### src/rtl/l2_arbiter_if.sv
// Bundles the two L1 miss ports and the L2 line port of the L2 arbiter.
// Handshake: a requester raises read/write with a stable address and holds it until its
// one-cycle resp; the L2 sees level strobes and answers with a one-cycle mem_resp.
interface l2_arbiter_if #(
    parameter int s_line = 256
);
    logic [31:0]       i_address;
    logic              i_read;
    logic [s_line-1:0] i_rdata;
    logic              i_resp;

    logic [31:0]       d_address;
    logic              d_read;
    logic              d_write;
    logic [s_line-1:0] d_wdata;
    logic [s_line-1:0] d_rdata;
    logic              d_resp;

    logic [31:0]       mem_address;
    logic              mem_read;
    logic              mem_write;
    logic [s_line-1:0] mem_wdata;
    logic [s_line-1:0] mem_rdata;
    logic              mem_resp;

    // Arbiter view
    modport slave (
        input  i_address, i_read, d_address, d_read, d_write, d_wdata, mem_rdata, mem_resp,
        output i_rdata, i_resp, d_rdata, d_resp, mem_address, mem_read, mem_write, mem_wdata
    );

    // Requester / L2 model view
    modport master (
        output i_address, i_read, d_address, d_read, d_write, d_wdata, mem_rdata, mem_resp,
        input  i_rdata, i_resp, d_rdata, d_resp, mem_address, mem_read, mem_write, mem_wdata
    );
endinterface

### src/rtl/l2_arbiter.sv
// Round-robin arbiter sharing one L2 line port between the L1 I-cache and D-cache,
// one outstanding transaction at a time, with a RELEASE cycle after every response.
module l2_arbiter #(
    parameter int s_offset = 5,
    parameter int s_line   = 256
) (
    input  logic        clk,
    input  logic        rst,
    l2_arbiter_if.slave bus,
    output logic        busy,
    output logic [1:0]  state_dbg
);
    typedef enum logic [1:0] {
        IDLE    = 2'd0,
        SERVE_I = 2'd1,
        SERVE_D = 2'd2,
        RELEASE = 2'd3
    } state_t;

    localparam logic [31:0] off_mask = (32'd1 << s_offset) - 32'd1;

    state_t            state;
    state_t            state_next;
    logic              last_grant;   // 0 = I, 1 = D
    logic [31:0]       req_addr;
    logic [s_line-1:0] req_wdata;
    logic              req_op;       // 0 = read, 1 = write
    logic              grant_valid;
    logic              grant_d;
    logic              i_req;
    logic              d_req;
    logic              serving;

    assign i_req = bus.i_read;
    assign d_req = bus.d_read | bus.d_write;

    always_comb begin
        state_next  = state;
        grant_valid = 1'b0;
        grant_d     = 1'b0;
        case (state)
            IDLE: begin
                if (i_req && d_req) begin
                    grant_valid = 1'b1;
                    grant_d     = ~last_grant;
                end else if (i_req) begin
                    grant_valid = 1'b1;
                end else if (d_req) begin
                    grant_valid = 1'b1;
                    grant_d     = 1'b1;
                end
                if (grant_valid) state_next = grant_d ? SERVE_D : SERVE_I;
            end
            SERVE_I, SERVE_D: begin
                if (bus.mem_resp) state_next = RELEASE;
            end
            RELEASE: state_next = IDLE;
            default: state_next = IDLE;
        endcase
    end

    always_ff @(posedge clk or negedge rst) begin
        if (!rst) begin
            state      <= IDLE;
            last_grant <= 1'b1;
            req_addr   <= '0;
            req_wdata  <= '0;
            req_op     <= 1'b0;
        end else begin
            state <= state_next;
            if (grant_valid) begin
                last_grant <= grant_d;
                req_addr   <= (grant_d ? bus.d_address : bus.i_address) & ~off_mask;
                // read+write together from the D-cache resolves to a write
                req_op     <= grant_d & bus.d_write;
                req_wdata  <= grant_d ? bus.d_wdata : '0;
            end
        end
    end

    assign serving         = (state == SERVE_I) || (state == SERVE_D);
    assign bus.mem_address = req_addr;
    assign bus.mem_wdata   = req_wdata;
    assign bus.mem_read    = serving & ~req_op;
    assign bus.mem_write   = serving & req_op;
    assign bus.i_resp      = (state == SERVE_I) & bus.mem_resp;
    assign bus.d_resp      = (state == SERVE_D) & bus.mem_resp;
    assign bus.i_rdata     = bus.mem_rdata;
    assign bus.d_rdata     = bus.mem_rdata;
    assign busy            = (state != IDLE);
    assign state_dbg       = state;
endmodule

### src/flat_wrapper.sv
// flat-port wrapper written by rule: the top's interface ports become plain ports
module l2_arbiter_flat 
#(
    parameter int s_offset = 5,
    parameter int s_line   = 256
)
  (clk, rst, busy, state_dbg, bus_i_address, bus_i_read, bus_d_address, bus_d_read, bus_d_write, bus_d_wdata, bus_mem_rdata, bus_mem_resp, bus_i_rdata, bus_i_resp, bus_d_rdata, bus_d_resp, bus_mem_address, bus_mem_read, bus_mem_write, bus_mem_wdata);
  l2_arbiter_if #(.s_line(s_line)) bus_i ();
  input  logic clk;
  input  logic rst;
  output logic busy;
  output logic [1:0] state_dbg;
  input wire logic [$bits(bus_i.i_address)-1:0] bus_i_address;
  input wire logic [$bits(bus_i.i_read)-1:0] bus_i_read;
  input wire logic [$bits(bus_i.d_address)-1:0] bus_d_address;
  input wire logic [$bits(bus_i.d_read)-1:0] bus_d_read;
  input wire logic [$bits(bus_i.d_write)-1:0] bus_d_write;
  input wire logic [$bits(bus_i.d_wdata)-1:0] bus_d_wdata;
  input wire logic [$bits(bus_i.mem_rdata)-1:0] bus_mem_rdata;
  input wire logic [$bits(bus_i.mem_resp)-1:0] bus_mem_resp;
  output wire logic [$bits(bus_i.i_rdata)-1:0] bus_i_rdata;
  output wire logic [$bits(bus_i.i_resp)-1:0] bus_i_resp;
  output wire logic [$bits(bus_i.d_rdata)-1:0] bus_d_rdata;
  output wire logic [$bits(bus_i.d_resp)-1:0] bus_d_resp;
  output wire logic [$bits(bus_i.mem_address)-1:0] bus_mem_address;
  output wire logic [$bits(bus_i.mem_read)-1:0] bus_mem_read;
  output wire logic [$bits(bus_i.mem_write)-1:0] bus_mem_write;
  output wire logic [$bits(bus_i.mem_wdata)-1:0] bus_mem_wdata;
  assign bus_i.i_address = bus_i_address;
  assign bus_i.i_read = bus_i_read;
  assign bus_i.d_address = bus_d_address;
  assign bus_i.d_read = bus_d_read;
  assign bus_i.d_write = bus_d_write;
  assign bus_i.d_wdata = bus_d_wdata;
  assign bus_i.mem_rdata = bus_mem_rdata;
  assign bus_i.mem_resp = bus_mem_resp;
  assign bus_i_rdata = bus_i.i_rdata;
  assign bus_i_resp = bus_i.i_resp;
  assign bus_d_rdata = bus_i.d_rdata;
  assign bus_d_resp = bus_i.d_resp;
  assign bus_mem_address = bus_i.mem_address;
  assign bus_mem_read = bus_i.mem_read;
  assign bus_mem_write = bus_i.mem_write;
  assign bus_mem_wdata = bus_i.mem_wdata;
  l2_arbiter #(.s_offset(s_offset), .s_line(s_line)) u_core (.clk(clk), .rst(rst), .bus(bus_i), .busy(busy), .state_dbg(state_dbg));
endmodule
### config.mk
export PLATFORM = sky130hd
export DESIGN_NAME = l2_arbiter_flat
export DESIGN_NICKNAME = d
export VERILOG_FILES = /design/src/rtl/l2_arbiter_if.sv /design/src/rtl/l2_arbiter.sv /design/src/flat_wrapper.sv
export SDC_FILE = /design/constraint.sdc
export NUM_CORES = 1
export LEC_CHECK = 0
export ABC_AREA = 1
export ABC_CLOCK_PERIOD_IN_PS = 1600
export CORE_AREA = 3 3 538 540
export DETAILED_ROUTE_END_ITERATION = 16
export DIE_AREA = 0 0 541 543
export HOLD_SLACK_MARGIN = 0.08
export PLACE_DENSITY_LB_ADDON = 0.25
export REMOVE_ABC_BUFFERS = 1
export SLEW_MARGIN = 20
export SYNTH_ARGS = -nofsm -noshare
export SYNTH_HDL_FRONTEND = slang
export SYNTH_SLANG_ARGS = --single-unit
### constraint.sdc
create_clock -name clk -period 1.6 [get_ports clk]
set_clock_uncertainty 0.15 [all_clocks]
set_input_delay 0.32 -clock clk [delete_from_list [all_inputs] [get_ports clk]]
set_output_delay 0.32 -clock clk [all_outputs]
set_load 0.03 [all_outputs]
==> results.md <==
Outcome:
- The run finished, with violations left.
- The final reports fail on setup timing.

Drt:
- The highest metal layer carrying signal wires in the routed design is met5.
- The number of detailed-routing iterations run before antenna repair is 5.
- The remaining number of nets flagged by the antenna check after routing is 0.
- The detailed-routed wire length on met2 is between 100000 and 150000 um.
- The initial detailed-routing violation count is 1248.
- The final layout contains routed wiring with a total length of 322000 um.
- The detailed-route wire length per cell is 52.5 um.
- The number of design rule violations left after detail routing is 0.
- Summed over all nets, wire length on met3 after detailed routing comes to 89900 um.
- After detailed routing, the wire length on met1 is 64700 um.
- Across all layers, the routed design uses ~17000 vias.
- The per-cell via count in the routed design is about 2.7.

Floorplanning:
- The area enclosed by the die boundary is just under 300000 um^2.
- The height of the chip is 543 um.
- From left edge to right edge, the die measures 541 um.
- For this configuration, the core starts out at a cell density of 0.0553.
- In this run the standard cell core region covers 285000 um^2.
- The floorplan has 196 rows.
- The number of placed I/O pins is about 1400.

STA:
- After layout, the worst setup slack is -0.592 ns.
- The final-report hold violation count was 0.
- Setup repair after global routing could not meet its margin everywhere.
- The smallest clock period supported by the final layout is computed as 2.19 ns.
- The number of endpoints failing setup at the final stage is 684.
- The total negative slack is -126.99 ns.
- The total count of max-transition violations in the final report was 0.
- Dividing the final minimum period by the clock period gives 1.37.
- The upper clock frequency limit is 456 MHz.

Power and ir drop:
- The peak ir drop on the vdd network is 0.000939 V.
- For this design the ratio of total power to cell area is 1990 nW/um^2.
- The analysis attributes to cell leakage a power of 13.8 nW.

Synth:
- The post-synth design cell area is between 15000 and 20000 um^2.
- The average instance in the mapped netlist occupies 8.42 um^2.
- For this run, the register share of the synthesized area comes to 0.456.
- In the synthesized netlist, the number of instances is roughly 1900.
- In this run, synthesis produced a sequential element count of 287.
- The total number of yosys warnings is 0.
- After synthesis, the netlist uses 20 different library cells.

Place:
- The setup slack after placement is -0.582 ns.
- The final RePlAce weighted congestion is around 0.90.
- The detailed placer's ending HPWL is 277000 um.
- The number of I/O port buffers is 605.

Cells and area:
- In the layout the commonest cells are sky130_fd_sc_hd__inv_1, sky130_fd_sc_hd__clkdlybuf4s50_1, sky130_fd_sc_hd__dfrtp_1.
- The area growth from synthesis to layout is 104%.
- Fill cells in the final layout number 32600.
- The ratio of cells with drive above 1 in the final layout is 0.378.
- The final net count is 2911.

Critical path:
- Data on the critical path arrives at its endpoint at 1.72 ns.
- The setup path with the least slack is of type register to output pin.
- The largest individual stage delay along the critical path comes from the cell sky130_fd_sc_hd__dfrtp_1.
- In this design, the largest share of critical-path delay is due to flip-flops.
- The worst endpoint required time is 1.13 ns.
- The maximum net fanout on the critical path is 3.
- The critical path goes through inv_2, ha_4, inv_4, nor2_4, buf_6, buf_12.
- In this design, the stage delay of the slowest critical-path cell is 0.37 ns.
- The worst setup slack for register-to-register paths is -0.41 ns.
- The nature of the critical path endpoint is an output pin.
- The number of buffer and inverter instances along the worst setup path is 4.
- The worst setup path is launched from a register.

Clocking:
- The number of sinks driven by the clock tree is 287.
- The tree is rooted in a sky130_fd_sc_hd__clkbuf_16.
- TritonCTS built the clock tree.
- The clock-pin slew reported for the worst setup and hold paths after clock tree synthesis is 0.06 ns.
- The buffer levels on the longest clock path is 3.
- The H-tree was split into 2 levels.
- At the later pin of the worst-skew pair, clock insertion delay measures 0.64 ns.
- Counting the buffers created by CTS gives 43.

Flow run:
- Across the run, the number of max-cap violations was 0.

GRT:
- The total congestion overflow after global routing is 0.
- The via count of the first global-routing pass is 15000.
- The initial antenna violation count is 82.
- The first global-routing pass estimated 351000 um of wire.
- The maximum number of pins on one net before global-route repair is 42.
- The overall fraction of global-route tracks in use is 0.207.

Min path:
- In this run the worst hold path is classified as primary input to asynchronous set/reset pin.
==> Yosys cell counts, drive strengths merged <==
master / count / area [um^2]
nand3: 29 / 150
ha: 3 / 37.5
nand2: 349 / 1310
dfrtp: 286 / 7160
o21ai: 260 / 1310
conb: 1 / 3.75
clkbuf: 32 / 120
inv: 321 / 1200
buf: 558 / 4250
dfstp: 1 / 26.3
a21oi: 2 / 13.8
nor2: 4 / 15.0
nand4: 27 / 169
==> cell families after synthesis <==
kind of cell	count (synthesis)	synth area share
other cells	1	0.000238
fa+ha+maj	3	0.00238
buf+inv	911	0.353
flops	287	0.456
compound gates	262	0.0841
simple gates	409	0.104
==> registers in the layout (all words and copies together) (netlist names) <==
| signal | cells |
|---|---|
| u_core.bus.mem_address | 27 |
| u_core.last_grant | 1 |
| u_core.bus.mem_wdata | 256 |
| u_core.req_op | 1 |
| u_core.state_dbg | 2 |
==> cell type report <==
cell class	instances	area [um^2]	area share
sequential	287	7190	0.224
clock inverter	23	258	0.00802
timing repair buffer	993	13000	0.403
inverter	321	1210	0.0377
tap	3762	4710	0.147
multi-input combinational	680	4620	0.144
clock buffer	54	1160	0.0360
antenna	6	15.0	0.000467
==> through the flow <==
step                  util  total power [mW]  std cells  cell area (um^2)  hold slack (ns)
floorplan                -              22.6       1287             11400           -0.126
global placement    0.0880              44.8       5736             25100          0.00110
detailed placement  0.0880              44.7       5736             25100         -0.00152
CTS                  0.103              58.5       6061             29400           0.0811
global route         0.113              67.7       6121             32100           0.0988
finish               0.113              63.9       6126             32100            0.117
==> path summary, 6_finish.rpt <==
kind,start,to,cells past startpoint
max,u_core.state_dbg[1],bus_mem_read,6
min,rst,u_core.bus.mem_wdata[24],3
max reg2reg,u_core.state_dbg[0],u_core.bus.mem_wdata[107],12
min reg2reg,u_core.last_grant,u_core.last_grant,2
max in group asynchronous,rst,u_core.bus.mem_wdata[217],5
min in group clk,bus_d_wdata[69],u_core.bus.mem_wdata[69],3
==> power breakdown <==
part,internal [mW],switching [mW],leakage [nW]
Sequential,10.4,4.07,3.65
Clock,5.67,4.41,0.700
Combinational,18.6,20.7,9.50
==> layer usage <==
layer,GRT usage,up-vias
met2,0.324,2631
li1,-,6071
met1,0.115,7664
met3,0.281,368
met5,0.182,-
met4,0.0913,66
==> worst register-to-register path: stages, from the launching register on <==
cell	delay, ns
sky130_fd_sc_hd__dfrtp_1	0.39
sky130_fd_sc_hd__inv_2	0.08
sky130_fd_sc_hd__ha_4	0.16
sky130_fd_sc_hd__buf_6	0.09
sky130_fd_sc_hd__buf_6	0.10
sky130_fd_sc_hd__buf_6	0.11
sky130_fd_sc_hd__o21ai_4	0.11
sky130_fd_sc_hd__buf_6	0.17
sky130_fd_sc_hd__buf_12	0.15
sky130_fd_sc_hd__buf_6	0.13
sky130_fd_sc_hd__buf_12	0.14
sky130_fd_sc_hd__nand2_2	0.06
sky130_fd_sc_hd__o21ai_2	0.04
==> timing repair <==
item                                    in CTS  in global routing
endpoints found under the hold margin      498                  0
hold buffers                               215                  0
gates cloned                                13                 36
pin swaps                                    3                 20
buffers inserted                            20                 32
endpoints found under the setup margin     577                801
gates resized for setup                    801                699
No activity file was read; power rests on OpenSTA's default activity.
